[src/rtl/regf_mem_arb_pkg.sv]
// Shared types and constants for the regf memory-port arbiter.
package regf_mem_arb_pkg;

    localparam int unsigned SRSTCNT_W = 4;

    typedef enum logic [1:0] {IDLE, ACCESS, RESP, SRST} state_e;

endpackage

[src/rtl/regf_rr_arb.sv]
// Combinational round-robin picker: first valid requester after rr_last, wrapping.
module regf_rr_arb
    import regf_mem_arb_pkg::*;
#(
    parameter int unsigned NREQ = 2,
    parameter int unsigned IDXW = 1
) (
    input  logic [NREQ-1:0] req,
    input  logic [IDXW-1:0] rr_last,
    output logic [NREQ-1:0] gnt,
    output logic [IDXW-1:0] gnt_idx
);

    int unsigned idx;

    always_comb begin
        gnt     = '0;
        gnt_idx = '0;
        idx     = 0;
        for (int unsigned i = 1; i <= NREQ; i++) begin
            idx = (32'(rr_last) + i) % NREQ;
            if (gnt == '0 && req[idx]) begin
                gnt[idx] = 1'b1;
                gnt_idx  = IDXW'(idx);
            end
        end
    end

endmodule

[src/rtl/regf_mem_arb.sv]
// Round-robin arbiter sharing one regf memory port, with soft-reset sequencing.
module regf_mem_arb
    import regf_mem_arb_pkg::*;
#(
    parameter int unsigned NREQ        = 2,
    parameter int unsigned ADDRW       = 13,
    parameter int unsigned DATAW       = 32,
    parameter int unsigned SRST_CYCLES = 4
) (
    input  logic                   main_clk_i,
    input  logic                   main_rst_i,
    input  logic [NREQ-1:0]        req_valid_i,
    output logic [NREQ-1:0]        req_ready_o,
    input  logic [NREQ*ADDRW-1:0]  req_addr_i,
    input  logic [NREQ-1:0]        req_wena_i,
    input  logic [NREQ*DATAW-1:0]  req_wdata_i,
    output logic [NREQ-1:0]        resp_valid_o,
    output logic [DATAW-1:0]       resp_rdata_o,
    output logic                   resp_err_o,
    output logic                   mem_ena_o,
    output logic [ADDRW-1:0]       mem_addr_o,
    output logic                   mem_wena_o,
    output logic [DATAW-1:0]       mem_wdata_o,
    input  logic [DATAW-1:0]       mem_rdata_i,
    input  logic                   mem_err_i,
    input  logic                   soft_rst_req_i,
    output logic                   soft_rst_o,
    output logic                   busy_o
);

    localparam int unsigned IDXW = (NREQ > 1) ? $clog2(NREQ) : 1;

    state_e                 state_q, state_d;
    logic [IDXW-1:0]        rr_last_q, rr_last_d;
    logic                   srst_pend_q, srst_pend_d;
    logic [SRSTCNT_W-1:0]   cnt_q, cnt_d;
    logic [ADDRW-1:0]       addr_q, addr_d;
    logic                   wena_q, wena_d;
    logic [DATAW-1:0]       wdata_q, wdata_d;
    logic [NREQ-1:0]        resp_valid_q, resp_valid_d;
    logic [DATAW-1:0]       resp_rdata_q, resp_rdata_d;
    logic                   resp_err_q, resp_err_d;

    logic [NREQ-1:0]        gnt;
    logic [IDXW-1:0]        gnt_idx;

    regf_rr_arb #(
        .NREQ (NREQ),
        .IDXW (IDXW)
    ) u_rr_arb (
        .req     (req_valid_i),
        .rr_last (rr_last_q),
        .gnt     (gnt),
        .gnt_idx (gnt_idx)
    );

    always_ff @(posedge main_clk_i) begin
        if (main_rst_i) begin
            state_q      <= IDLE;
            rr_last_q    <= IDXW'(NREQ - 1);
            srst_pend_q  <= 1'b0;
            cnt_q        <= '0;
            addr_q       <= '0;
            wena_q       <= 1'b0;
            wdata_q      <= '0;
            resp_valid_q <= '0;
            resp_rdata_q <= '0;
            resp_err_q   <= 1'b0;
        end else begin
            state_q      <= state_d;
            rr_last_q    <= rr_last_d;
            srst_pend_q  <= srst_pend_d;
            cnt_q        <= cnt_d;
            addr_q       <= addr_d;
            wena_q       <= wena_d;
            wdata_q      <= wdata_d;
            resp_valid_q <= resp_valid_d;
            resp_rdata_q <= resp_rdata_d;
            resp_err_q   <= resp_err_d;
        end
    end

    always_comb begin
        state_d      = state_q;
        rr_last_d    = rr_last_q;
        srst_pend_d  = srst_pend_q | soft_rst_req_i;
        cnt_d        = cnt_q;
        addr_d       = addr_q;
        wena_d       = wena_q;
        wdata_d      = wdata_q;
        resp_valid_d = '0;
        resp_rdata_d = resp_rdata_q;
        resp_err_d   = resp_err_q;
        unique case (state_q)
            IDLE: begin
                // A pending soft reset is taken before any new grant.
                if (srst_pend_q) begin
                    state_d     = SRST;
                    srst_pend_d = 1'b0;
                    cnt_d       = SRSTCNT_W'(SRST_CYCLES - 1);
                end else if (|req_valid_i) begin
                    state_d   = ACCESS;
                    rr_last_d = gnt_idx;
                    addr_d    = req_addr_i[int'(gnt_idx)*ADDRW +: ADDRW];
                    wena_d    = req_wena_i[gnt_idx];
                    wdata_d   = req_wdata_i[int'(gnt_idx)*DATAW +: DATAW];
                end
            end
            ACCESS: state_d = RESP;
            RESP: begin
                state_d                 = IDLE;
                resp_valid_d[rr_last_q] = 1'b1;
                resp_rdata_d            = wena_q ? '0 : mem_rdata_i;
                resp_err_d              = mem_err_i;
            end
            SRST: begin
                if (cnt_q == '0) begin
                    state_d = IDLE;
                end else begin
                    cnt_d = cnt_q - 1'b1;
                end
            end
            default: state_d = IDLE;
        endcase
    end

    always_comb begin
        req_ready_o = '0;
        mem_ena_o   = 1'b0;
        soft_rst_o  = 1'b0;
        busy_o      = 1'b1;
        unique case (state_q)
            IDLE: begin
                busy_o = 1'b0;
                if (!srst_pend_q && !main_rst_i) begin
                    req_ready_o = gnt;
                end
            end
            ACCESS:  mem_ena_o  = 1'b1;
            RESP:    ;
            SRST:    soft_rst_o = 1'b1;
            default: ;
        endcase
    end

    assign mem_addr_o   = addr_q;
    assign mem_wena_o   = wena_q & mem_ena_o;
    assign mem_wdata_o  = wdata_q;
    assign resp_valid_o = resp_valid_q;
    assign resp_rdata_o = resp_rdata_q;
    assign resp_err_o   = resp_err_q;

endmodule
[config.mk]
export PLATFORM = sky130hd
export DESIGN_NAME = regf_mem_arb
export DESIGN_NICKNAME = d
export VERILOG_FILES = /design/src/rtl/regf_mem_arb_pkg.sv /design/src/rtl/regf_rr_arb.sv /design/src/rtl/regf_mem_arb.sv
export SDC_FILE = /design/constraint.sdc
export NUM_CORES = 1
export LEC_CHECK = 0
export CAP_MARGIN = 20
export CORE_ASPECT_RATIO = 0.9
export CORE_MARGIN = 3
export CORE_UTILIZATION = 39
export CTS_BUF_LIST = sky130_fd_sc_hd__clkbuf_4
export DETAILED_ROUTE_END_ITERATION = 12
export PLACE_DENSITY = 0.83
export SKIP_CTS_REPAIR_TIMING = 1
export SYNTH_ARGS = -nofsm -noshare
export SYNTH_HDL_FRONTEND = slang
export SYNTH_SLANG_ARGS = --single-unit
export TNS_END_PERCENT = 1
[constraint.sdc]
create_clock -name main_clk_i -period 1.8 [get_ports main_clk_i]
set_clock_uncertainty 0.2 [all_clocks]
set_input_delay 0.36 -clock main_clk_i [delete_from_list [all_inputs] [get_ports main_clk_i]]
set_output_delay 0.36 -clock main_clk_i [all_outputs]
set_load 0.02 [all_outputs]
Word-level counts from Yosys, hierarchy flattened. Index checks and enable logic that the tools add are counted.

Output and inout port bits: 86. Logic and storage cells: 82. Input bits: 130. Bits in registers: 89.

Multipliers: 1. Mux-type cells: 31. Bitwise logic cells: 5. Add/subtract/negate cells: 3. Reduce and logical (&&, ||, !) cells: 16. Eq/ne operators: 7. Magnitude comparators: 7. Shift-type cells: 2.

Operators by type and width (number): 64-bit by 7-bit variable part select with 32-bit output (1); 32-bit 2-to-1 mux (1); 26-bit by 6-bit variable part select with 13-bit output (1); 1-bit 2-to-1 mux (16); 2-bit 2-to-1 mux (7); 1-bit by 2-bit < comparator with 1-bit output, second input constant (4); 4-bit 2-to-1 mux (2); 2-bit case mux with 4 select lines (1); 4-bit case mux with 2 select lines (1); 2-bit inequality test, second input constant (3); 3-bit AND reduction (2); 1-bit logical AND (5); 1-bit by 4-bit multiplier with 5-bit output, second input constant (1); 2-bit == test, second input constant (2); 2-bit zero test (2); 4-bit zero test (1); 2-bit OR reduction (2); 4-bit by 1-bit subtractor with 4-bit output, second input constant (1); 1-bit demux with 1-bit select (3); 1-bit greater-or-equal comparator, second input constant (3); 3-bit inequality test, second input constant (1); 1-bit adder, second input constant (2); 2-bit by 1-bit == test with 1-bit output, second input constant (1); 1-bit zero test (2); other kinds (6) (7).

Longest topological paths before layout.
Word-level depth: 11. Depth in mapped cells: 6. Mapped depth without buffers: 5.

Modules after synthesis. A second synthesis with hierarchy kept.

Cell total of the unflattened synthesis: 343. Area total of the unflattened synthesis: 3583.4 um^2.

By module, submodules not included: regf_mem_arb (times used 1, area an instance 3557.2 um^2, cells an instance 339); regf_rr_arb (times used 1, area an instance 26.3 um^2, cells an instance 4).

Least setup slack after synthesis. No wires, ideal clock.

Path kind: flip-flop to output port. From: register state_q[0]. To: output req_ready_o[0]. Required time: 1.240 ns. Cell stages (with the launch flop): 5. Slack: -0.362 ns. Data arrival time: 1.602 ns. Buffers on the path: 2. Cell sequence: dfxtp_1 buf_2 nor3_4 buf_2 nor4b_1.

Word-level cells in the longest chain between the ends: 2.

RTL lines: start, declared (RTL line regf_mem_arb.sv:33) `state_e state_q, state_d;`; start signal, assigned (RTL line regf_mem_arb.sv:70) `state_q <= state_d;`; 2-bit zero test (RTL line regf_mem_arb.sv:132) `unique case (state_q)`; 2-bit 2-to-1 mux (RTL line regf_mem_arb.sv:132); end, declared (RTL line regf_mem_arb.sv:13) `output logic [NREQ-1:0] req_ready_o,`.

Every way passes these cells.

Worst setup path after layout.
From: register state_q[1]. To: output req_ready_o[1].

Same word-level chain as after synthesis.

==> flow_metrics.tcl <==
set metrics [dict create \
    status "finished, violations left" \
    violations "setup timing" \
    netlist_instances 346 \
    cts_root_buffer "clkbuf_4" \
    crit_path_cell_trace "or2_4 > nor4_4 > buf_4" \
    syn_area_um2 3670 \
    fillCellCount 646 \
    yosys_warnings 0 \
    timing.final.ws_setup_ns -0.204 \
    grt_max_degree 50 \
    routed-via-count 3727 \
    drive_gt1_frac 0.159 \
    worstMarginPinSlew_ns 0.536 \
    crit_slowest_cell "dfxtp_4" \
    crit_fanout 3 \
    yosys.area_share.simple 0.0532 \
    ys_ff_latch 89 \
    synthTopCellsByCount "dfxtp_1 (89), inv_1 (50), o32ai_1 (46), a22o_1 (32), a221oi_1 (27)" \
    synthArstFlopShare 0 \
    maxSlewHeadroom 0.642 \
    num_rows 32 \
    cts_tree "built" \
    ff_latch_area_um2 1790 \
    syn_to_final_growth_pct 76.2 \
    min_period_over_period 1.11 \
    drcViolationCount 0 \
    gr-usage-all-layers 0.213 \
    core_um2 8850 \
    clock_latency_ns 0.42 \
    switchingPower_mw 1.83 \
    drt_pass1_iterations 4 \
    synth_top_family_by_area "compound AO/OA/AOI/OAI gates" \
    synth_cell_type_count 39 \
    fin_cells 684 \
    period_needed_ns 2.00 \
    synth_area_leaders "dfxtp_1 (49%), o32ai_1 (11%), a221oi_2 (7.8%)" \
    worstPathRequired_ns 1.24 \
    worst_hold_slack_ns 0.267 \
    hold_viol_final 0 \
    crit_buf_inv 1 \
    arrival_ns 1.44 \
    synth_fp_nets 477 \
    yosysMostFrequentCell "dfxtp_1" \
    synth_area_leader_cell "dfxtp_1" \
    synth_edf_count 0 \
    clk_pin_slew_worst_paths_ns 0.14 \
    cp-start-kind "flop" \
    diodes 0 \
    start_util 0.415 \
    drtIter0Drc 126 \
    seqPwrFrac 0.427 \
    design.die.area_um2 10600 \
    finalMaxSlewViolations 0 \
    totalWireLength_um 12200 \
    swShare 0.332 \
    avgSynthCellArea_um2 10.6 \
    die_w_um 108 \
    grt_use_met2 0.400 \
    cp_top_family "simple AND/OR/NAND/NOR gates" \
    via_per_inst 5.45 \
    die_h_um 98.0 \
    numCtsBuffers 9 \
    overflow 0 \
    wl_per_cell_um 17.8 \
    max_cap_violations 0 \
    synth-compound-area-share 0.356 \
    grt_pass1_wl_um 18200 \
    ios 216 \
    synth-main-ff-cell "dfxtp_1" \
    combPwrFrac 0.368 \
    nets 691 \
    clock_power_share 0.205 \
    busiest_layer "met2" \
    multi_input_area_um2 1590 \
    grt_setup_unrepaired "true" \
    power_density_nw_per_um2 852 \
    gp_congestion 0.730 \
    design_area_um2 6460 \
    ant_nets 0 \
    grt_antenna_before_repair 0 \
    p_leak_nw 3.59 \
    yosys.area.top_type_share 0.486 \
    grt_pass1_vias 3671 \
    clock_sinks 89 \
    synthXorXnorAreaFrac 0 \
    met3_usage 0.0674 \
    clk_path_buf_depth 2 \
    finalPower_mw 5.51 \
    internal_power_mw 3.68 \
    place_area_um2 6080 \
    max_freq_mhz 499 \
    post-dp-hpwl_um 8730 \
    htreeDepth 3 \
    hp-class "primary input to flop" \
    endpoint_kind "output port" \
    critPathMaxStageDelay_ns 0.38 \
    synthMuxAreaShare 0.00273 \
    synth_fa_ha_area_frac 0.00341 \
    path_class "flop to output port" \
    ir_drop_v 0.000493 \
    dp_cells 668 \
    met1_usage 0.227 \
    yosysSeqAreaShare 0.486 \
    io_buffers 215 \
    setup_viol 50 \
]
-- layout make-up --
type | instances | area share
multi-input combinational | 168 | 0.246
clock inverter | 7 | 0.0116
inverter | 50 | 0.0290
timing repair buffer | 242 | 0.403
sequential | 89 | 0.277
clock buffer | 9 | 0.0105
tap | 119 | 0.0230
-- metal layers --
layer  vias to the layer above  wire [um]
met5                         -          0
met2                       137       6420
met4                         0        299
met3                        21        874
li1                       1778          -
met1                      1791       4570
-- worst reg2reg max path: stages, from the launching register on --
cell      delay, ns
dfxtp_4        0.38
nor3_4         0.20
clkbuf_8       0.42
o21ai_4        0.17
buf_12         0.21
a221oi_1       0.30
-- placed cells by master (no fill, tap or decap), types with 2 or more instances in the layout --
| cell | synthesis | routed |
|---|---|---|
| buf_4 | 1 | 23 |
| a221oi_1 | 27 | 27 |
| dfxtp_4 | 0 | 2 |
| clkinv_2 | 0 | 2 |
| nor3_4 | 1 | 2 |
| nor3b_1 | 3 | 3 |
| nor2_1 | 6 | 6 |
| inv_1 | 50 | 49 |
| inv_6 | 0 | 3 |
| nor2b_4 | 0 | 2 |
| dlymetal6s2s_1 | 0 | 80 |
| a211oi_1 | 3 | 3 |
| clkdlybuf4s50_1 | 0 | 128 |
| a221oi_2 | 19 | 19 |
| nor3_1 | 3 | 3 |
| a22o_1 | 32 | 32 |
| dfxtp_1 | 89 | 86 |
| clkbuf_4 | 0 | 9 |
| buf_6 | 0 | 5 |
| o32ai_1 | 46 | 46 |
| buf_12 | 0 | 2 |
-- path summary, 6_finish.rpt --
check | depth (start not counted) | from | to | slack (ns)
worst max-delay path | 3 | state_q[1] | req_ready_o[1] | -0.20
worst min register to register | 2 | mem_wdata_o[29] | mem_wdata_o[29] | 0.27
worst max register to register | 5 | state_q[1] | mem_wdata_o[2] | -0.17
worst min-delay path | 3 | main_rst_i | mem_addr_o[9] | 0.27
-- power groups by stage --
stage	clock, mW	combinational (mW)	sequential (mW)
2_1_floorplan	0	0.747	2.66
3_3_place_gp	0	1.99	2.39
3_5_place_dp	0	2.05	2.40
4_1_cts	1.17	2.06	2.36
5_1_grt	1.25	2.16	2.39
6_report	1.13	2.03	2.35
-- flip-flops by register name, summed over array words and instances, names as in the netlist --
register,count
state_q,2
resp_rdata_o,32
rr_last_q,1
mem_addr_o,13
resp_valid_o,2
resp_err_o,1
cnt_q,4
srst_pend_q,1
wena_q,1
mem_wdata_o,32
-- cell families after synthesis --
| logic type | after synthesis |
|---|---|
| fa+ha+maj | 1 |
| compound gates | 136 |
| flops | 89 |
| buf+inv | 89 |
| mux | 1 |
| simple gates | 30 |
-- stage by stage --
stage          setup slack, ns  setup TNS (ns)   util
3_5_place_dp            -0.727          -24.80  0.687
3_3_place_gp            -0.736          -30.91  0.684
5_1_grt                 -0.315          -12.14  0.731
2_1_floorplan          -0.0806         -0.0806      -
6_report                -0.204           -6.51  0.731
4_1_cts                 -0.780          -35.84  0.703
No activity file was read; power rests on OpenSTA's default activity.
